<file path="config.mk">
export PLATFORM = sky130hd
export DESIGN_NAME = lsu_input_port_flat
export DESIGN_NICKNAME = d
export VERILOG_FILES = /design/src/rtl/lsu_input_port_pkg.sv /design/src/rtl/lsu_input_port_if.sv /design/src/rtl/lsu_input_port_debounce.sv /design/src/rtl/lsu_input_port.sv /design/src/flat_wrapper.sv
export SDC_FILE = /design/constraint.sdc
export NUM_CORES = 1
export LEC_CHECK = 0
export CAP_MARGIN = 30
export CORE_ASPECT_RATIO = 1.2
export CORE_MARGIN = 2
export CORE_UTILIZATION = 49
export DETAILED_ROUTE_END_ITERATION = 7
export PLACE_DENSITY = 0.95
export SYNTH_ARGS = -nofsm -noshare
export SYNTH_HDL_FRONTEND = slang
export SYNTH_HIERARCHICAL = 1
export SYNTH_SLANG_ARGS = --single-unit
</file>
<file path="constraint.sdc">
create_clock -name i_clk -period 6.4 [get_ports i_clk]
set_input_delay 1.28 -clock i_clk [delete_from_list [all_inputs] [get_ports i_clk]]
set_output_delay 1.28 -clock i_clk [all_outputs]
set_load 0.01 [all_outputs]
</file>
<file path="src/rtl/lsu_input_port_pkg.sv">
// Shared definitions for the LSU input peripheral: register offsets, load types
// and the load-data formatting helper used by the read path.
package lsu_io_pkg;

    localparam logic [5:0] OFF_SW       = 6'h00;
    localparam logic [5:0] OFF_BTN      = 6'h10;
    localparam logic [5:0] OFF_FLAG     = 6'h20;
    localparam logic [5:0] OFF_EDGE     = 6'h30;
    localparam logic [5:0] OFF_IRQ_MASK = 6'h34;

    typedef enum logic [2:0] {
        F3_LB  = 3'd0,
        F3_LH  = 3'd1,
        F3_LW  = 3'd2,
        F3_LBU = 3'd4,
        F3_LHU = 3'd5
    } funct3_e;

    // Misaligned halves/words still return the aligned-down lanes.
    function automatic logic [31:0] load_format(input logic [31:0] data,
                                                input logic [1:0]  off,
                                                input logic [2:0]  funct3);
        logic [7:0]  b;
        logic [15:0] h;
        b = data[{off, 3'b000} +: 8];
        h = off[1] ? data[31:16] : data[15:0];
        case (funct3_e'(funct3))
            F3_LB:   return {{24{b[7]}}, b};
            F3_LBU:  return {24'h0, b};
            F3_LH:   return {{16{h[15]}}, h};
            F3_LHU:  return {16'h0, h};
            F3_LW:   return data;
            default: return 32'h0;
        endcase
    endfunction

    function automatic logic is_misaligned(input logic [1:0] off,
                                           input logic [2:0] funct3);
        case (funct3_e'(funct3))
            F3_LH, F3_LHU: return off[0];
            F3_LW:         return off != 2'b00;
            default:       return 1'b0;
        endcase
    endfunction

endpackage

</file>
<file path="src/rtl/lsu_input_port_if.sv">
// LSU-side bus of the input peripheral: address/strobes/store data in,
// formatted load data and decode status out.
interface lsu_input_port_if;
    logic [31:0] i_lsu_addr;
    logic        i_lsu_rden;
    logic        i_lsu_wren;
    logic [31:0] i_lsu_wdata;
    logic [2:0]  i_funct3;
    logic [31:0] o_rdata;
    logic        o_hit;
    logic        o_misalign;

    modport master (
        output i_lsu_addr, i_lsu_rden, i_lsu_wren, i_lsu_wdata, i_funct3,
        input  o_rdata, o_hit, o_misalign
    );

    modport slave (
        input  i_lsu_addr, i_lsu_rden, i_lsu_wren, i_lsu_wdata, i_funct3,
        output o_rdata, o_hit, o_misalign
    );
endinterface

</file>
<file path="src/rtl/lsu_input_port_debounce.sv">
// One button: SYNC_STAGES-deep synchroniser followed by a stability counter that
// only accepts a new level after DEBOUNCE_CYC consecutive differing cycles.
module io_debounce #(
    parameter int SYNC_STAGES  = 2,
    parameter int DEBOUNCE_CYC = 16
) (
    input  logic i_clk,
    input  logic i_rst_n,
    input  logic i_raw,
    output logic o_stable
);
    localparam int              CNT_W    = (DEBOUNCE_CYC > 1) ? $clog2(DEBOUNCE_CYC) : 1;
    localparam logic [CNT_W-1:0] CNT_LAST = CNT_W'(DEBOUNCE_CYC - 1);

    logic [SYNC_STAGES-1:0] sync_reg;
    logic [CNT_W-1:0]       cnt_reg;
    logic                   stable_reg;
    logic                   sync_bit;

    assign sync_bit = sync_reg[SYNC_STAGES-1];

    always_ff @(posedge i_clk or negedge i_rst_n) begin
        if (!i_rst_n) begin
            sync_reg   <= '0;
            cnt_reg    <= '0;
            stable_reg <= 1'b0;
        end else begin
            sync_reg <= {sync_reg[SYNC_STAGES-2:0], i_raw};
            if (sync_bit == stable_reg) begin
                cnt_reg <= '0;
            end else if (cnt_reg == CNT_LAST) begin
                // Terminal count: accept the new level; the counter never wraps.
                stable_reg <= sync_bit;
                cnt_reg    <= '0;
            end else begin
                cnt_reg <= cnt_reg + 1'b1;
            end
        end
    end

    assign o_stable = stable_reg;
endmodule

</file>
<file path="src/rtl/lsu_input_port.sv">
// Memory-mapped switch/button input port for the LSU read mux (MA stage).
// Optional feature: define INPUT_IRQ_EN to add IRQ_MASK and a registered o_irq.
module lsu_input_port
    import lsu_io_pkg::*;
#(
    parameter logic [31:0] BASE_ADDR    = 32'h0000_7800,
    parameter int          SW_W         = 32,
    parameter int          BTN_W        = 4,
    parameter int          SYNC_STAGES  = 2,
    parameter int          DEBOUNCE_CYC = 16
) (
    input  logic             i_clk,
    input  logic             i_rst_n,
    input  logic [SW_W-1:0]  i_io_sw,
    input  logic [BTN_W-1:0] i_io_btn,
    input  logic             i_ack,
    lsu_input_port_if.slave  bus,
    output logic             o_irq
);
    logic [5:0]       off;
    logic             in_window;
    logic             hit;
    logic             is_load;
    logic             is_store;
    logic [SW_W-1:0]  sw_sync_reg [SYNC_STAGES];
    logic [BTN_W-1:0] btn_stable;
    logic [BTN_W-1:0] btn_stable_d_reg;
    logic [BTN_W-1:0] btn_rise;
    logic [BTN_W-1:0] edge_reg;
    logic [BTN_W-1:0] edge_next;
    logic [BTN_W-1:0] edge_clr;
    logic             flag_reg;
    logic             flag_next;
    logic [31:0]      reg_word;
    logic             unused_wdata_bits;

    assign off       = {bus.i_lsu_addr[5:2], 2'b00};
    assign in_window = (bus.i_lsu_addr[31:6] == BASE_ADDR[31:6]);
    // Gating with reset keeps every output at 0 while reset is held.
    assign hit       = i_rst_n && in_window && (bus.i_lsu_rden || bus.i_lsu_wren);
    assign is_load   = hit && bus.i_lsu_rden && !bus.i_lsu_wren;
    assign is_store  = hit && bus.i_lsu_wren;

    assign unused_wdata_bits = ^bus.i_lsu_wdata;

    always_ff @(posedge i_clk or negedge i_rst_n) begin
        if (!i_rst_n) begin
            for (int s = 0; s < SYNC_STAGES; s++) sw_sync_reg[s] <= '0;
        end else begin
            sw_sync_reg[0] <= i_io_sw;
            for (int s = 1; s < SYNC_STAGES; s++) sw_sync_reg[s] <= sw_sync_reg[s-1];
        end
    end

    genvar gi;
    generate
        for (gi = 0; gi < BTN_W; gi++) begin : g_btn
            io_debounce #(
                .SYNC_STAGES  (SYNC_STAGES),
                .DEBOUNCE_CYC (DEBOUNCE_CYC)
            ) u_debounce (
                .i_clk    (i_clk),
                .i_rst_n  (i_rst_n),
                .i_raw    (i_io_btn[gi]),
                .o_stable (btn_stable[gi])
            );
        end
    endgenerate

    assign btn_rise = btn_stable & ~btn_stable_d_reg;

    always_comb begin
        edge_clr = '0;
        if (is_store && off == OFF_EDGE) edge_clr = bus.i_lsu_wdata[BTN_W-1:0];
        // A new rising edge survives a simultaneous W1C of the same bit.
        edge_next = (edge_reg & ~edge_clr) | btn_rise;
        flag_next = flag_reg;
        if (i_ack) begin
            flag_next = 1'b1;
        end else if ((is_load || is_store) && off == OFF_FLAG) begin
            flag_next = 1'b0;
        end
    end

    always_ff @(posedge i_clk or negedge i_rst_n) begin
        if (!i_rst_n) begin
            btn_stable_d_reg <= '0;
            edge_reg         <= '0;
            flag_reg         <= 1'b0;
        end else begin
            btn_stable_d_reg <= btn_stable;
            edge_reg         <= edge_next;
            flag_reg         <= flag_next;
        end
    end

`ifdef INPUT_IRQ_EN
    logic [BTN_W-1:0] mask_reg;
    logic             irq_reg;

    always_ff @(posedge i_clk or negedge i_rst_n) begin
        if (!i_rst_n) begin
            mask_reg <= '0;
            irq_reg  <= 1'b0;
        end else begin
            if (is_store && off == OFF_IRQ_MASK) mask_reg <= bus.i_lsu_wdata[BTN_W-1:0];
            irq_reg <= |(edge_reg & mask_reg);
        end
    end

    assign o_irq = irq_reg;
`else
    assign o_irq = 1'b0;
`endif

    always_comb begin
        reg_word = '0;
        case (off)
            OFF_SW:       reg_word[SW_W-1:0]  = sw_sync_reg[SYNC_STAGES-1];
            OFF_BTN:      reg_word[BTN_W-1:0] = btn_stable;
            OFF_FLAG:     reg_word[0]         = flag_reg | i_ack;
            OFF_EDGE:     reg_word[BTN_W-1:0] = edge_reg;
`ifdef INPUT_IRQ_EN
            OFF_IRQ_MASK: reg_word[BTN_W-1:0] = mask_reg;
`endif
            default:      reg_word = '0;
        endcase
    end

    assign bus.o_hit      = hit;
    assign bus.o_misalign = hit && is_misaligned(bus.i_lsu_addr[1:0], bus.i_funct3);
    assign bus.o_rdata    = is_load ? load_format(reg_word, bus.i_lsu_addr[1:0], bus.i_funct3)
                                    : 32'h0;
endmodule
</file>
<file path="src/flat_wrapper.sv">
// flat-port wrapper written by rule: the top's interface ports become plain ports
module lsu_input_port_flat import lsu_io_pkg::*;
#(
    parameter logic [31:0] BASE_ADDR    = 32'h0000_7800,
    parameter int          SW_W         = 32,
    parameter int          BTN_W        = 4,
    parameter int          SYNC_STAGES  = 2,
    parameter int          DEBOUNCE_CYC = 16
)
  (i_clk, i_rst_n, i_io_sw, i_io_btn, i_ack, o_irq, bus_i_lsu_addr, bus_i_lsu_rden, bus_i_lsu_wren, bus_i_lsu_wdata, bus_i_funct3, bus_o_rdata, bus_o_hit, bus_o_misalign);
  lsu_input_port_if bus_i ();
  input  logic i_clk;
  input  logic i_rst_n;
  input  logic [SW_W-1:0] i_io_sw;
  input  logic [BTN_W-1:0] i_io_btn;
  input  logic i_ack;
  output logic o_irq;
  input wire logic [$bits(bus_i.i_lsu_addr)-1:0] bus_i_lsu_addr;
  input wire logic [$bits(bus_i.i_lsu_rden)-1:0] bus_i_lsu_rden;
  input wire logic [$bits(bus_i.i_lsu_wren)-1:0] bus_i_lsu_wren;
  input wire logic [$bits(bus_i.i_lsu_wdata)-1:0] bus_i_lsu_wdata;
  input wire logic [$bits(bus_i.i_funct3)-1:0] bus_i_funct3;
  output wire logic [$bits(bus_i.o_rdata)-1:0] bus_o_rdata;
  output wire logic [$bits(bus_i.o_hit)-1:0] bus_o_hit;
  output wire logic [$bits(bus_i.o_misalign)-1:0] bus_o_misalign;
  assign bus_i.i_lsu_addr = bus_i_lsu_addr;
  assign bus_i.i_lsu_rden = bus_i_lsu_rden;
  assign bus_i.i_lsu_wren = bus_i_lsu_wren;
  assign bus_i.i_lsu_wdata = bus_i_lsu_wdata;
  assign bus_i.i_funct3 = bus_i_funct3;
  assign bus_o_rdata = bus_i.o_rdata;
  assign bus_o_hit = bus_i.o_hit;
  assign bus_o_misalign = bus_i.o_misalign;
  lsu_input_port #(.BASE_ADDR(BASE_ADDR), .SW_W(SW_W), .BTN_W(BTN_W), .SYNC_STAGES(SYNC_STAGES), .DEBOUNCE_CYC(DEBOUNCE_CYC)) u_core (.i_clk(i_clk), .i_rst_n(i_rst_n), .i_io_sw(i_io_sw), .i_io_btn(i_io_btn), .i_ack(i_ack), .bus(bus_i), .o_irq(o_irq));
endmodule
</file>
==> results.md, run 1 <==
* Status: complete, no violations
* Hold depth at 0
* Top Ports at 143
* Worst-margin pin slew at between 800 and 900 ps
* Total CTS buffers at 9
* Netlist Area Pre-Place at just over 4000 µm²
* VDD IR max at between 150 and 200 µV
* PD cells at approximately 210 nW/µm²
* Ys flop type: dfrtp_1
* Setup slack at placement at 936 ps
* Average size of a mapped cell at ~12 µm²
* Global-route usage over all layers at 0.224
* Synth Register Bits at 101
* Adder-cell share of the synthesized area at 0.0122
* HP Class: register to register
* Combinational Power Share at 0.105
* Clock power share at 0.297
* IO buf count at between 100 and 150
* Worst setup EP type: primary output
* Commonest non-fill, non-tap cell in the layout: clkdlybuf4s50_1
* Count of pins over their slew limit at 0
* Worst-case clock buffer depth at 2
* Die height at ~100 µm
* Fmax at ~180 MHz
* R2r endpoint: u_core/g_btn[2].u_debounce/cnt_reg[3]
* Highest-count cells in the layout ignoring fill and taps: clkdlybuf4s50_1, dfrtp_1, nand2_1
* Initial antenna violation count at 0
* RSZ-0062 raised after global routing: false
* Clk Tree Root Cell: clkbuf_8
* Resized cells post-CTS at 0
* Post-synthesis mux area share at 0.0654
* Clk pin slew, worst setup/hold paths at roughly 80 ps
* Pwr Total at 1.15 mW
* Hold Startpoint: u_core/sw_sync_reg[58]
* WP data required at roughly 5000 ps
* Final period util at 0.863
* Cells after DPL at ~550
* Final hold viol count at 0
* Drt first pass iters at 4
* Slew HR at 0.419
* Die area at ~9000 µm²
* Routability cong. at roughly 0.86
* Final worst slack at ~880 ps
* Crit path max fanout at 16
* Estimated wirelength of the detail-placed design at 7280 µm
* Total negative slack at 0 ps
* EDFF count, synth at 0
* Vias in the first global route at about 3,100
* Ys async rst share at 1.00
* Routed WL at about 10000 µm
* Max reg flops at between 60 and 70
* Via density per instance at 5.48
* P_sw at 0.271 mW
* First-pass GRT wire length at roughly 15,000 µm
* Via count at 3,075
* Max cap viols at 0
* Leakage at around 2.2 nW
* Kind of critical path: primary input to primary output
* XOR/XNOR share of the synthesized area at 0.0170
* Nets at 555
* Htree depth at 3
* FF-to-FF Start: u_core/g_btn[2].u_debounce/cnt_reg[0]
* Share of layout cells above drive strength 1 at 0.114
* # rows at 36
* Worst hold endpoint: u_core/sw_sync_reg[26]
* Main combinational cell family by area after synthesis: simple AND/OR/NAND/NOR gates
* ANT cells at 0
* Setup bufs post-CTS at 0
* # clock sinks at between 100 and 150
* Critical Path Source Type: primary input
* Drt initial violations at between 200 and 300
* Area occupied by multi-input gates at approximately 1500 µm²
* Post-Synth Simple-Gate Area at 0.143
* R2R Setup Slk at between 5000 and 6000 ps
* Compound-gate portion of the synthesized area at 0.121
* Residual DRC at 0
* Final worst path period need at about 5500 ps
* WL/cell at 17.5 µm
* Die width at just under 90 µm
* Hold_buf cts at 0
* Synth-to-layout area growth at 34.0%
* CTS tree: done
* Clk_skew at 6.15 ps
* Initial core utilization at 0.504
* Fin cells at around 560
* Register share of total power at 0.598
* Register area share after synthesis at 0.615
* Switching Share at 0.237
* Routed Antenna Nets at 0
* Mapped Cells at between 300 and 400
* Largest net degree at the start of global routing at 54
* P_int at 0.874 mW
* Fill cells at around 580
* Crit path arrival time at 4240 ps
* GR Overflow Total at 0
* Number of setup violations in the final report at 0
* Core ar. at 8150 µm²
* Worst skew pair latency at 350 ps
* Number of distinct library cells after synthesis at 50
* Yosys warning count at 6
* R2R depth at 3
* Synth Net Count at roughly 440
* Register cell area after layout at between 2000 and 3000 µm²
-- how the worst max path moves through the flow --
stage	startpoint	slack [ps]	cells past startpoint	endpoint
CTS	bus_i_lsu_addr[5]	930	6	bus_o_rdata[17]
detailed placement	bus_i_lsu_addr[5]	940	6	bus_o_rdata[17]
finish	bus_i_lsu_addr[5]	880	6	bus_o_rdata[17]
global route	bus_i_lsu_addr[4]	760	6	bus_o_rdata[28]
global placement	bus_i_lsu_addr[5]	1020	6	bus_o_rdata[23]
floorplan	bus_i_lsu_addr[8]	2280	5	bus_o_rdata[6]
-- logic make-up (layout without fill, tap and decap cells) --
kind of cell,Yosys count,count (layout)
buf+inv,25,141
simple gates,99,99
flops,101,101
compound gates,71,71
fa+ha+maj,4,4
other cells,1,1
xor+xnor,8,8
mux,22,22
-- Yosys cell counts (4+ instances only) --
library cell	number	area, µm²
a21o_1	6	45.0
nor2b_1	6	37.5
xnor2_1	8	70.1
mux2_4	4	60.1
nand3_2	4	40.0
nand4_1	4	25.0
nand2_1	28	105
a31oi_1	5	31.3
a311oi_1	4	35.0
nor3b_1	6	45.0
o21ai_1	6	30.0
dfrtp_1	101	2530
o2bb2ai_1	8	70.1
clkbuf_1	8	30.0
a22o_1	4	35.0
ha_1	4	50.1
a21oi_1	18	90.1
buf_2	7	35.0
inv_1	8	30.0
a21oi_2	10	87.6
and3_1	4	25.0
nand3_1	8	40.0
mux2i_1	13	130
nor3_1	4	20.0
o21ai_0	4	20.0
nor2_1	13	48.8
-- power by group through the flow --
stage / registers [mW] / logic [mW] / clock network [mW]
after CTS: 0.685 / 0.121 / 0.352
after floorplan: 0.692 / 0.0462 / 0
after detailed placement: 0.698 / 0.120 / 0
after global placement: 0.695 / 0.115 / 0
after global routing: 0.689 / 0.132 / 0.373
final: 0.686 / 0.120 / 0.340
-- area by class of cell --
class	instances	area share
clock buffers	9	0.0225
clock inverters	6	0.00727
inverters	8	0.00545
multi-input cells	205	0.268
flip-flops and latches	101	0.459
well taps	114	0.0259
repair buffers	118	0.212
-- stage by stage --
step,hold WS (ps),utilization,cell area [µm²]
2_1_floorplan,331,-,4110
3_3_place_gp,332,0.656,5350
3_5_place_dp,335,0.656,5350
4_1_cts,355,0.676,5510
5_1_grt,362,0.676,5510
6_report,353,0.676,5510
-- critical path, stage by stage --
cell and delay [ps]:
clkdlybuf4s50_1 610, nor4_2 800, and2_1 630, nand2_1 160, a21oi_2 190, clkdlybuf4s50_1 570
-- per-layer routing --
layer  part of all wire  vias up  track usage
met1               0.37     1495        0.254
met4              0.036        0        0.112
met5                  0        -            0
met2               0.53      156        0.386
li1                   -     1398            -
met3              0.068       26       0.0508
(Power assumes the default switching activity.)
==> run 2: changes to the inputs <==
--- a/config.mk
+++ b/config.mk
@@ -5,6 +5,7 @@
 export SDC_FILE = /design/constraint.sdc
 export NUM_CORES = 1
 export LEC_CHECK = 0
+export ABC_CLOCK_PERIOD_IN_PS = 6400
 export CAP_MARGIN = 30
 export CORE_ASPECT_RATIO = 1.2
 export CORE_MARGIN = 2
==> results of run 2 <==
No change in the layout: final DEF, timing and power equal those of run 1.
==> run 3: changes to the inputs <==
--- a/config.mk
+++ b/config.mk
@@ -11,6 +11,7 @@
 export CORE_MARGIN = 2
 export CORE_UTILIZATION = 49
 export DETAILED_ROUTE_END_ITERATION = 7
+export GPL_TIMING_DRIVEN = 0
 export PLACE_DENSITY = 0.95
 export SYNTH_ARGS = -nofsm -noshare
 export SYNTH_HDL_FRONTEND = slang
==> run 3 against run 2 <==
Net effect: critical path depth is 2 higher; first-iteration DRC count is 20% higher; sequential power hardly changed; via count is 1.6% higher; sequential share of layout area is 0.73 points lower; die area stayed put; largest power group unchanged; register-to-register slack hardly changed.
==> results.md, run 3 (synthesis results as in run 1) <==
* Status: complete, no violations
* Initial antenna violation count at 0
* PD cells at around 220 nW/µm²
* Setup bufs post-CTS at 0
* Fmax at between 150 and 200 MHz
* Via density per instance at 5.44
* Die area at about 9000 µm²
* Via count at approximately 3,100
* Largest net degree at the start of global routing at 65
* Routability cong. at slightly below 0.9
* Routed Antenna Nets at 0
* Worst setup EP type: primary output
* Placed Area at 5400 µm²
* Cell Chain, Critical Path: clkdlybuf4s50_1, nor4_2, and2_1, buf_2, clkbuf_1, nand2_1, a21oi_1, clkdlybuf4s50_1
* Nets at between 500 and 600
* Residual DRC at 0
* Slew HR at 0.366
* Worst-margin pin slew at 944 ps
* Clk pin slew, worst setup/hold paths at 90 ps
* ANT cells at 0
* Top Ports at about 140
* WP data required at just over 5000 ps
* Critical Path Source Type: primary input
* Pwr Total at around 1.2 mW
* Max stage delay cell, worst path: nor4_2
* VDD IR max at between 150 and 200 µV
* CP max stage delay at 860 ps
* Worst-case clock buffer depth at 2
* Number of setup violations in the final report at 0
* GR Overflow Total at 0
* Final Cell Area at approximately 5600 µm²
* Final hold viol count at 0
* WL/cell at about 17 µm
* Commonest non-fill, non-tap cell in the layout: clkdlybuf4s50_1
* Crit path max fanout at 10
* Core ar. at between 8000 and 9000 µm²
* Estimated wirelength of the detail-placed design at 7220 µm
* Kind of critical path: primary input to primary output
* # clock sinks at around 100
* Die height at 104 µm
* Clk_skew at around 9.5 ps
* Htree depth at 3
* Max reg flops at between 60 and 70
* Total CTS buffers at 9
* Worst skew pair latency at 370 ps
* Global-route usage over all layers at 0.223
* Count of pins over their slew limit at 0
* First-pass GRT wire length at about 15,000 µm
* IO buf count at approximately 110
* Share of layout cells above drive strength 1 at 0.122
* Hold_buf cts at 0
* CTS tree: done
* Highest-count cells in the layout ignoring fill and taps: clkdlybuf4s50_1, dfrtp_1, nand2_1
* Synth-to-layout area growth at 36.1%
* Most used cell, CP: clkdlybuf4s50_1
* Final worst path period need at roughly 5700 ps
* Max cap viols at 0
* # rows at 36
* Routed WL at around 9700 µm
* Die width at a little under 90 µm
* Vias in the first global route at ~3,200
* Resized cells post-CTS at 0
* Drt initial violations at around 330
* Total negative slack at 0 ps
* Drt first pass iters at 5
* Leakage at roughly 2.3 nW
* RSZ-0062 raised after global routing: false
* Finished Core Util at 0.687
* Crit path arrival time at 4380 ps
* HP Class: register to register
* Clk Tree Root Cell: clkbuf_8
* Final period util at 0.884
* Initial core utilization at 0.504
* R2R Setup Slk at about 5100 ps
* Hold_ws at 354 ps
run 3: cell types whose count changed in the layout (fill, tap and decap cells not counted), sizes merged:
cell / previous run / this run
clkdlybuf4s50: 112 / 111
clkbuf: 9 / 17
bufinv: 0 / 1
clkinv: 4 / 3
inv: 9 / 10
buf: 6 / 11
run 3: where the power goes:
group,switching (mW),internal [mW],total (mW)
sequential,0.0192,0.667,0.687
clock,0.218,0.183,0.400
combinational,0.0518,0.0696,0.121
total,0.289,0.920,1.21
run 3: area by class of cell:
| cell class | instances | area [µm²] |
|---|---|---|
| Fill cell | 571 | 2550 |
| Inverter | 8 | 30.0 |
| Buffer | 17 | 76.3 |
| Sequential cell | 101 | 2530 |
| Multi-Input combinational cell | 205 | 1480 |
| Tap cell | 114 | 143 |
| Clock inverter | 7 | 72.6 |
| Clock buffer | 9 | 124 |
| Timing Repair Buffer | 113 | 1150 |
run 3: final timing paths:
| kind | from | endpoint | cells after the start |
|---|---|---|---|
| worst max register to register | u_core/g_btn[1].u_debounce/cnt_reg[0] | u_core/g_btn[1].u_debounce/cnt_reg[3] | 3 |
| min in group asynchronous | i_rst_n | u_core/sw_sync_reg[61] | 1 |
| worst max-delay path | bus_i_lsu_addr[3] | bus_o_rdata[30] | 8 |
| worst min-delay path | u_core/sw_sync_reg[37] | u_core/sw_sync_reg[5] | 0 |
| max in group asynchronous | i_rst_n | u_core/btn_stable_d_reg[0] | 2 |
| worst min register to register | u_core/sw_sync_reg[37] | u_core/sw_sync_reg[5] | 0 |
run 3: per-layer routing:
layer	up-vias	track usage	share of wire
li1	1424	-	-
met1	1496	0.255	0.37
met2	167	0.378	0.52
met3	37	0.0540	0.076
met4	0	0.116	0.043
met5	-	0	0
run 3: through the flow:
step           worst slack, ps  std cells
2_1_floorplan             2280        331
3_3_place_gp             -1820        557
3_5_place_dp               844        558
4_1_cts                    790        574
5_1_grt                    557        574
6_report                   741        574
run 3: critical path, delay by kind of cell:
family / cells / cell delay [ps]
AO/OA/AOI/OAI: 1 / 210
buffers and inverters: 4 / 1630
AND/OR/NAND/NOR: 3 / 1240
